### config.mk
export PLATFORM = sky130hd
export DESIGN_NAME = mem_arbiter
export DESIGN_NICKNAME = d
export VERILOG_FILES = /design/src/rtl/mem_arbiter.sv
export SDC_FILE = /design/constraint.sdc
export NUM_CORES = 1
export LEC_CHECK = 0
export CAP_MARGIN = 25
export CORE_MARGIN = 1.5
export CORE_UTILIZATION = 42
export CTS_BUF_LIST = sky130_fd_sc_hd__clkbuf_2 sky130_fd_sc_hd__clkbuf_4 sky130_fd_sc_hd__clkbuf_8
export DETAILED_ROUTE_END_ITERATION = 10
export PLACE_DENSITY = 0.83
export SLEW_MARGIN = 20
export SYNTH_ARGS = -nofsm -noshare
export SYNTH_HDL_FRONTEND = slang
export SYNTH_SLANG_ARGS = --single-unit
### constraint.sdc
create_clock -name i_clk -period 6.05 [get_ports i_clk]
set_input_delay 1.21 -clock i_clk [delete_from_list [all_inputs] [get_ports i_clk]]
set_output_delay 1.21 -clock i_clk [all_outputs]
set_load 0.02 [all_outputs]
### src/rtl/mem_arbiter.sv
// Shares one multi-cycle memory port between the fetch and data requesters.
// One transaction in flight at a time: IDLE -> REQ -> WAIT -> RESP, so a new grant comes at most every 4 cycles.
module mem_arbiter #(
  parameter int unsigned DATA_PRIORITY = 0
) (
  input  logic        i_clk,
  input  logic        i_rst,
  input  logic        i_imem_req,
  input  logic [31:0] i_imem_addr,
  output logic        o_imem_ready,
  output logic        o_imem_valid,
  output logic [31:0] o_imem_rdata,
  input  logic        i_dmem_req,
  input  logic        i_dmem_wen,
  input  logic [31:0] i_dmem_addr,
  input  logic [31:0] i_dmem_wdata,
  input  logic [3:0]  i_dmem_mask,
  output logic        o_dmem_ready,
  output logic        o_dmem_valid,
  output logic [31:0] o_dmem_rdata,
  output logic        o_mem_req,
  output logic        o_mem_wen,
  output logic [31:0] o_mem_addr,
  output logic [31:0] o_mem_wdata,
  output logic [3:0]  o_mem_mask,
  input  logic        i_mem_ready,
  input  logic        i_mem_valid,
  input  logic [31:0] i_mem_rdata
);

  localparam logic [1:0] S_IDLE = 2'd0;
  localparam logic [1:0] S_REQ  = 2'd1;
  localparam logic [1:0] S_WAIT = 2'd2;
  localparam logic [1:0] S_RESP = 2'd3;

  localparam logic OWN_IMEM = 1'b0;
  localparam logic OWN_DMEM = 1'b1;

  logic [1:0]  state_q, state_d;
  logic        owner_q, owner_d;
  logic        last_grant_q, last_grant_d;
  logic [31:0] addr_q, addr_d;
  logic        wen_q, wen_d;
  logic [31:0] wdata_q, wdata_d;
  logic [3:0]  mask_q, mask_d;
  logic [31:0] irdata_q, irdata_d;
  logic [31:0] drdata_q, drdata_d;

  logic pick_dmem;
  logic gnt_imem;
  logic gnt_dmem;
  logic unused_addr_lsbs;

  assign unused_addr_lsbs = ^{i_imem_addr[1:0], i_dmem_addr[1:0]};

  // Data wins a tie under fixed priority, or under round-robin when fetch was served last.
  always_comb begin
    pick_dmem = i_dmem_req &&
                (!i_imem_req || (DATA_PRIORITY != 0) || (last_grant_q == OWN_IMEM));
    gnt_dmem  = (state_q == S_IDLE) && pick_dmem;
    gnt_imem  = (state_q == S_IDLE) && i_imem_req && !pick_dmem;
  end

  always_comb begin
    state_d      = state_q;
    owner_d      = owner_q;
    last_grant_d = last_grant_q;
    addr_d       = addr_q;
    wen_d        = wen_q;
    wdata_d      = wdata_q;
    mask_d       = mask_q;
    irdata_d     = irdata_q;
    drdata_d     = drdata_q;
    case (state_q)
      S_IDLE: begin
        if (gnt_dmem) begin
          owner_d      = OWN_DMEM;
          last_grant_d = OWN_DMEM;
          addr_d       = {i_dmem_addr[31:2], 2'b00};
          wen_d        = i_dmem_wen;
          wdata_d      = i_dmem_wdata;
          mask_d       = i_dmem_mask;
          state_d      = S_REQ;
        end else if (gnt_imem) begin
          owner_d      = OWN_IMEM;
          last_grant_d = OWN_IMEM;
          addr_d       = {i_imem_addr[31:2], 2'b00};
          wen_d        = 1'b0;
          wdata_d      = 32'd0;
          mask_d       = 4'b1111;
          state_d      = S_REQ;
        end
      end
      S_REQ: begin
        if (i_mem_ready) state_d = S_WAIT;
      end
      S_WAIT: begin
        if (i_mem_valid) begin
          if (owner_q == OWN_DMEM) drdata_d = wen_q ? 32'd0 : i_mem_rdata;
          else                     irdata_d = i_mem_rdata;
          state_d = S_RESP;
        end
      end
      S_RESP: begin
        state_d = S_IDLE;
      end
      default: begin
        state_d = S_IDLE;
      end
    endcase
  end

  always_ff @(posedge i_clk or posedge i_rst) begin
    if (i_rst) begin
      state_q      <= S_IDLE;
      owner_q      <= OWN_IMEM;
      last_grant_q <= OWN_IMEM;
      addr_q       <= 32'd0;
      wen_q        <= 1'b0;
      wdata_q      <= 32'd0;
      mask_q       <= 4'd0;
      irdata_q     <= 32'd0;
      drdata_q     <= 32'd0;
    end else begin
      state_q      <= state_d;
      owner_q      <= owner_d;
      last_grant_q <= last_grant_d;
      addr_q       <= addr_d;
      wen_q        <= wen_d;
      wdata_q      <= wdata_d;
      mask_q       <= mask_d;
      irdata_q     <= irdata_d;
      drdata_q     <= drdata_d;
    end
  end

  assign o_imem_ready = gnt_imem;
  assign o_dmem_ready = gnt_dmem;
  assign o_imem_valid = (state_q == S_RESP) && (owner_q == OWN_IMEM);
  assign o_dmem_valid = (state_q == S_RESP) && (owner_q == OWN_DMEM);
  assign o_imem_rdata = irdata_q;
  assign o_dmem_rdata = drdata_q;

  assign o_mem_req   = (state_q == S_REQ);
  assign o_mem_wen   = wen_q;
  assign o_mem_addr  = addr_q;
  assign o_mem_wdata = wdata_q;
  assign o_mem_mask  = mask_q;

endmodule

### After elaboration in Yosys (flattened, before gate mapping)

Index checks and enable logic that the tools add are counted.

| storage, ports and cells | value |
|---|---|
| flip-flop bits (word level) | 136 |
| input bits | 139 |
| output and inout bits | 138 |
| word-level logic and storage cells | 45 |

| operators by class | value |
|---|---|
| equal/unequal tests | 6 |
| mux-type cells | 15 |
| bitwise logic cells | 1 |
| reduce and logical (&&, ||, !) cells | 15 |

Operators by type and width:

| cell | number |
|---|---|
| $mux 32 | 5 |
| $reduce_and 3->1 | 3 |
| $mux 2 | 4 |
| $mux 4 | 2 |
| $pmux 2 s4 | 1 |
| $logic_and 1x1->1 | 6 |
| $eq 2x2->1 const B | 2 |
| $mux 1 | 3 |
| $ne 3x3->1 const B | 1 |
| $eq 2x1->1 const B | 1 |
| $logic_not 1->1 | 2 |
| $logic_not 2->1 | 1 |
| $ne 2x1->1 const B | 1 |
| $ne 2x2->1 const B | 1 |
| $reduce_and 2->1 | 1 |
| $reduce_bool 2->1 | 1 |
| $logic_or 1x1->1 | 1 |
| $not 1->1 | 1 |

### Logic depth before layout (Yosys ltp)

| logic depth | value |
|---|---|
| depth in word-level cells | 8 |
| mapped depth | 8 |

### Worst setup path after synthesis

OpenSTA, ideal clock, no wires.

| timing path | value |
|---|---|
| path type | input port to output port |
| start point | input port i_imem_req |
| end point | output port o_dmem_ready |
| arrival time | 1.865 ns |
| data required time | 4.840 ns |
| setup slack | 2.975 ns |
| stages on the path | 4 |
| path buffers | 1 |
| cells stage by stage | nand2_1 nand3_2 inv_2 clkbuf_1 |

| between the ends | value |
|---|---|
| cells in the longest elaborated chain, start to end | 4 |

Ends and longest elaborated chain:

| what | RTL line | source |
|---|---|---|
| start: declaration | 8 | `input logic i_imem_req,` |
| $logic_not 1->1 | 59 | `(!i_imem_req \|\| (DATA_PRIORITY != 0) \|\| (last_grant_q == OWN_IMEM));` |
| $logic_or 1x1->1 | 59 |  |
| $logic_and 1x1->1 | 58 | `pick_dmem = i_dmem_req &&` |
| $logic_and 1x1->1 | 60 | `gnt_dmem = (state_q == S_IDLE) && pick_dmem;` |
| end: declaration | 18 | `output logic o_dmem_ready,` |

Every way passes these cells.

### Worst setup path in the final report

Same ends and word-level chain as after synthesis.

==> impl_metrics.tcl <==
set metrics [dict create \
    final.setup.tns_ps 0 \
    numPortBuffers 270 \
    grt_usage_pct 23.37 \
    reg2reg_to "o_mem_addr[22]$_DFFE_PP0P_" \
    holdPathStages 2 \
    fp.coreArea_um2 13240 \
    finalNetCount 896 \
    seq_area_frac_synth_pct 58.75 \
    worst_setup_path_start_kind "primary input" \
    clockPowerShare_pct 16.5 \
    drc 0 \
    htreeDepth 4 \
    diodes 0 \
    pwr-share-seq_pct 33.1 \
    dpl_worst_slack_ps 1668 \
    ant_nets 0 \
    cts.sinks 134 \
    grt_pass1_vias 5016 \
    vias_per_cell 5.072 \
    seqCellArea_um2 3353 \
    netlist_instances 491 \
    p_sw_share_pct 38.09 \
    rsz0062_at_grt "false" \
    cp.arrival_ps 3180 \
    synth_edf_count 0 \
    maxCapViolations 0 \
    place_inst 907 \
    rr_worst_depth 5 \
    die_h_um 119.6 \
    critPathRequiredTime_ps 4840 \
    multi_input_area_um2 2135 \
    grt_max_degree 82 \
    ys_warn_count 0 \
    slew_viol_final 0 \
    finalSetupViolCount 0 \
    min_period_over_period_pct 72.53 \
    synth_area_per_cell_um2 11.63 \
    hold_path.class "reg -> reg" \
    p_switching_mw 1.770 \
    critical_path.max_stage_delay_ps 730 \
    gr-total-overflow 0 \
    ys_top_cells_by_count "dfrtp_1 (134), nand2_1 (98), nand2b_1 (35)" \
    routed_wl_mm 16.22 \
    start_util_pct 43.10 \
    holdPathEnd "o_dmem_rdata[22]$_DFFE_PP0P_" \
    layout-drive-gt1-share_pct 9.961 \
    whs_ps 488.5 \
    place_congestion 0.7600 \
    finalHoldViolations 0 \
    min_period_ps 4388 \
    antenna_found_initial 0 \
    hold_buffers 0 \
    pin_count 277 \
    fill_cells 964 \
    grt_pass1_wl_mm 25.92 \
    min_from "o_dmem_rdata[22]$_DFFE_PP0P_" \
    cp_cell_sequence "clkdlybuf4s50_1 > nand2_1 > nand3_2 > inv_2 > clkdlybuf4s50_1" \
    ys_ff_latch 134 \
    ys.flop_type "dfrtp_1" \
    areaGrowthSynthToFinish_pct 57.39 \
    synth_top_area_share_pct 58.75 \
    worst_slack_ps 1662 \
    max_freq_ghz 0.2279 \
    die_w_um 119.6 \
    cts_tree "done" \
    post-cts-setup-buffer-count 0 \
    vias 4763 \
    p_comb_share_pct 50.3 \
    synthTopCellsByArea "dfrtp_1 (59%), a31oi_2 (6.6%), nand2_1 (6.4%), mux2_1 (6.1%), a22o_1 (5.2%)" \
    crit_path_frequent_cell "clkdlybuf4s50_1" \
    irDropWorstVdd_uv 211.8 \
    cts_resized 0 \
    p_leak_nw 3.813 \
    drtIter0Drc 244 \
    first_pass_iters 5 \
    reg2reg_from "state_q[0]$_DFFE_PP0P_" \
    cts_buffers 17 \
    post-dp-hpwl_mm 11.70 \
    slew_headroom_pct 34.64 \
    clk_pin_slew_ps 70 \
    crit_type "in -> out" \
    outcome "complete, no violations" \
    worstMarginPinSlew_ps 980.4 \
    layout.cells.non_filler 939 \
    rows 42 \
    end_kind "output port" \
    path_max_fanout 33 \
    die_area_um2 14300 \
    cp_slowest_cell "clkdlybuf4s50_1" \
    clk_latency_ps 430 \
    synthDistinctLibCells 28 \
    ys_async_sr_fraction_pct 100.0 \
    cts_root_buffer "clkbuf_8" \
    p_per_area_nw_per_um2 517.3 \
    yosysTopAreaCell "dfrtp_1" \
    ctsLongestPathBuffers 2 \
    syn_area_um2 5708 \
    intPower_mw 2.877 \
    synth.most_common_cell "dfrtp_1" \
    r2r_setup_slack_ps 3470 \
    wl_per_cell_um 17.28 \
    clock_skew_ps 6.747 \
]
## power groups by stage
stage,logic [mW],clock network (mW),registers (mW)
floorplan,0.771,0,2.00
global placement,2.27,0,1.53
detailed placement,2.34,0,1.55
CTS,2.35,0.788,1.54
global route,2.49,0.822,1.59
finish,2.34,0.767,1.54
## sequential cells by signal (all words and copies together) (netlist names)
signal,count
state_q,2
o_mem_mask,4
o_dmem_rdata,32
o_mem_addr,30
o_mem_wen,1
last_grant_q,1
o_mem_wdata,32
o_imem_rdata,32
## critical path, delay by kind of cell
kind / cells / cell delay [ps]
and+or+nand+nor: 2 / 280
buffers and inverters: 3 / 1670
## how the worst max path moves through the flow
stage	startpoint	cells past startpoint	end	slack (ps)
floorplan	i_rst	1	last_grant_q$_DFFE_PP0P_	1260
global placement	i_imem_req	5	o_dmem_ready	1690
detailed placement	i_imem_req	5	o_dmem_ready	1670
CTS	i_imem_req	5	o_dmem_ready	1660
global route	i_imem_req	5	o_dmem_ready	1540
finish	i_imem_req	5	o_dmem_ready	1660
## logic make-up (layout without fill, tap and decap cells)
group                    count (synthesis)  count (layout)  share of synthesized area, %
AO/OA/AOI/OAI                          132             132                         18.17
adder cells (fa/ha/maj)                  5               5                         1.096
buffers and inverters                   43             314                         4.033
flip-flops                             134             134                         58.75
multiplexers                            33              33                         6.510
other                                    1               2                       0.06570
AND/OR/NAND/NOR                        143             143                         11.38
## area by class of cell
type | count | area share [%]
Timing Repair Buffer | 279 | 31.67
Multi-Input combinational cell | 315 | 23.76
Sequential cell | 134 | 37.33
Clock inverter | 9 | 1.407
Tap cell | 176 | 2.451
Inverter | 5 | 0.2368
Clock buffer | 21 | 3.148
## routing by layer
layer | part of all wire [%] | wire length (um) | vias up | GRT usage, %
met2 | 50 | 8164 | 208 | 39.80
li1 | - | - | 2215 | -
met4 | 2.4 | 383 | 0 | 9.152
met5 | 0 | 0 | - | 0
met3 | 7.6 | 1225 | 30 | 7.842
met1 | 40 | 6450 | 2310 | 27.30
## metrics by stage
step                      total power, mW  cell area (um^2)  utilization [%]
after global routing                4.909              8984            67.84
after floorplan                     2.769              5712                -
final                               4.647              8984            67.84
after CTS                           4.680              8929            67.42
after detailed placement            3.893              8519            64.33
after global placement              3.799              8462            63.90
## layout by cell type (no fill, tap or decap), drive strengths merged, types with 21 or more instances in the layout
cell type and n:
nand2b 35, dfrtp 134, clkdlybuf4s50 270, mux2 33
o21ai 32, a22o 34, clkbuf 21, a21oi 30
a31oi 30, nand2 98
(Power assumes the default switching activity.)
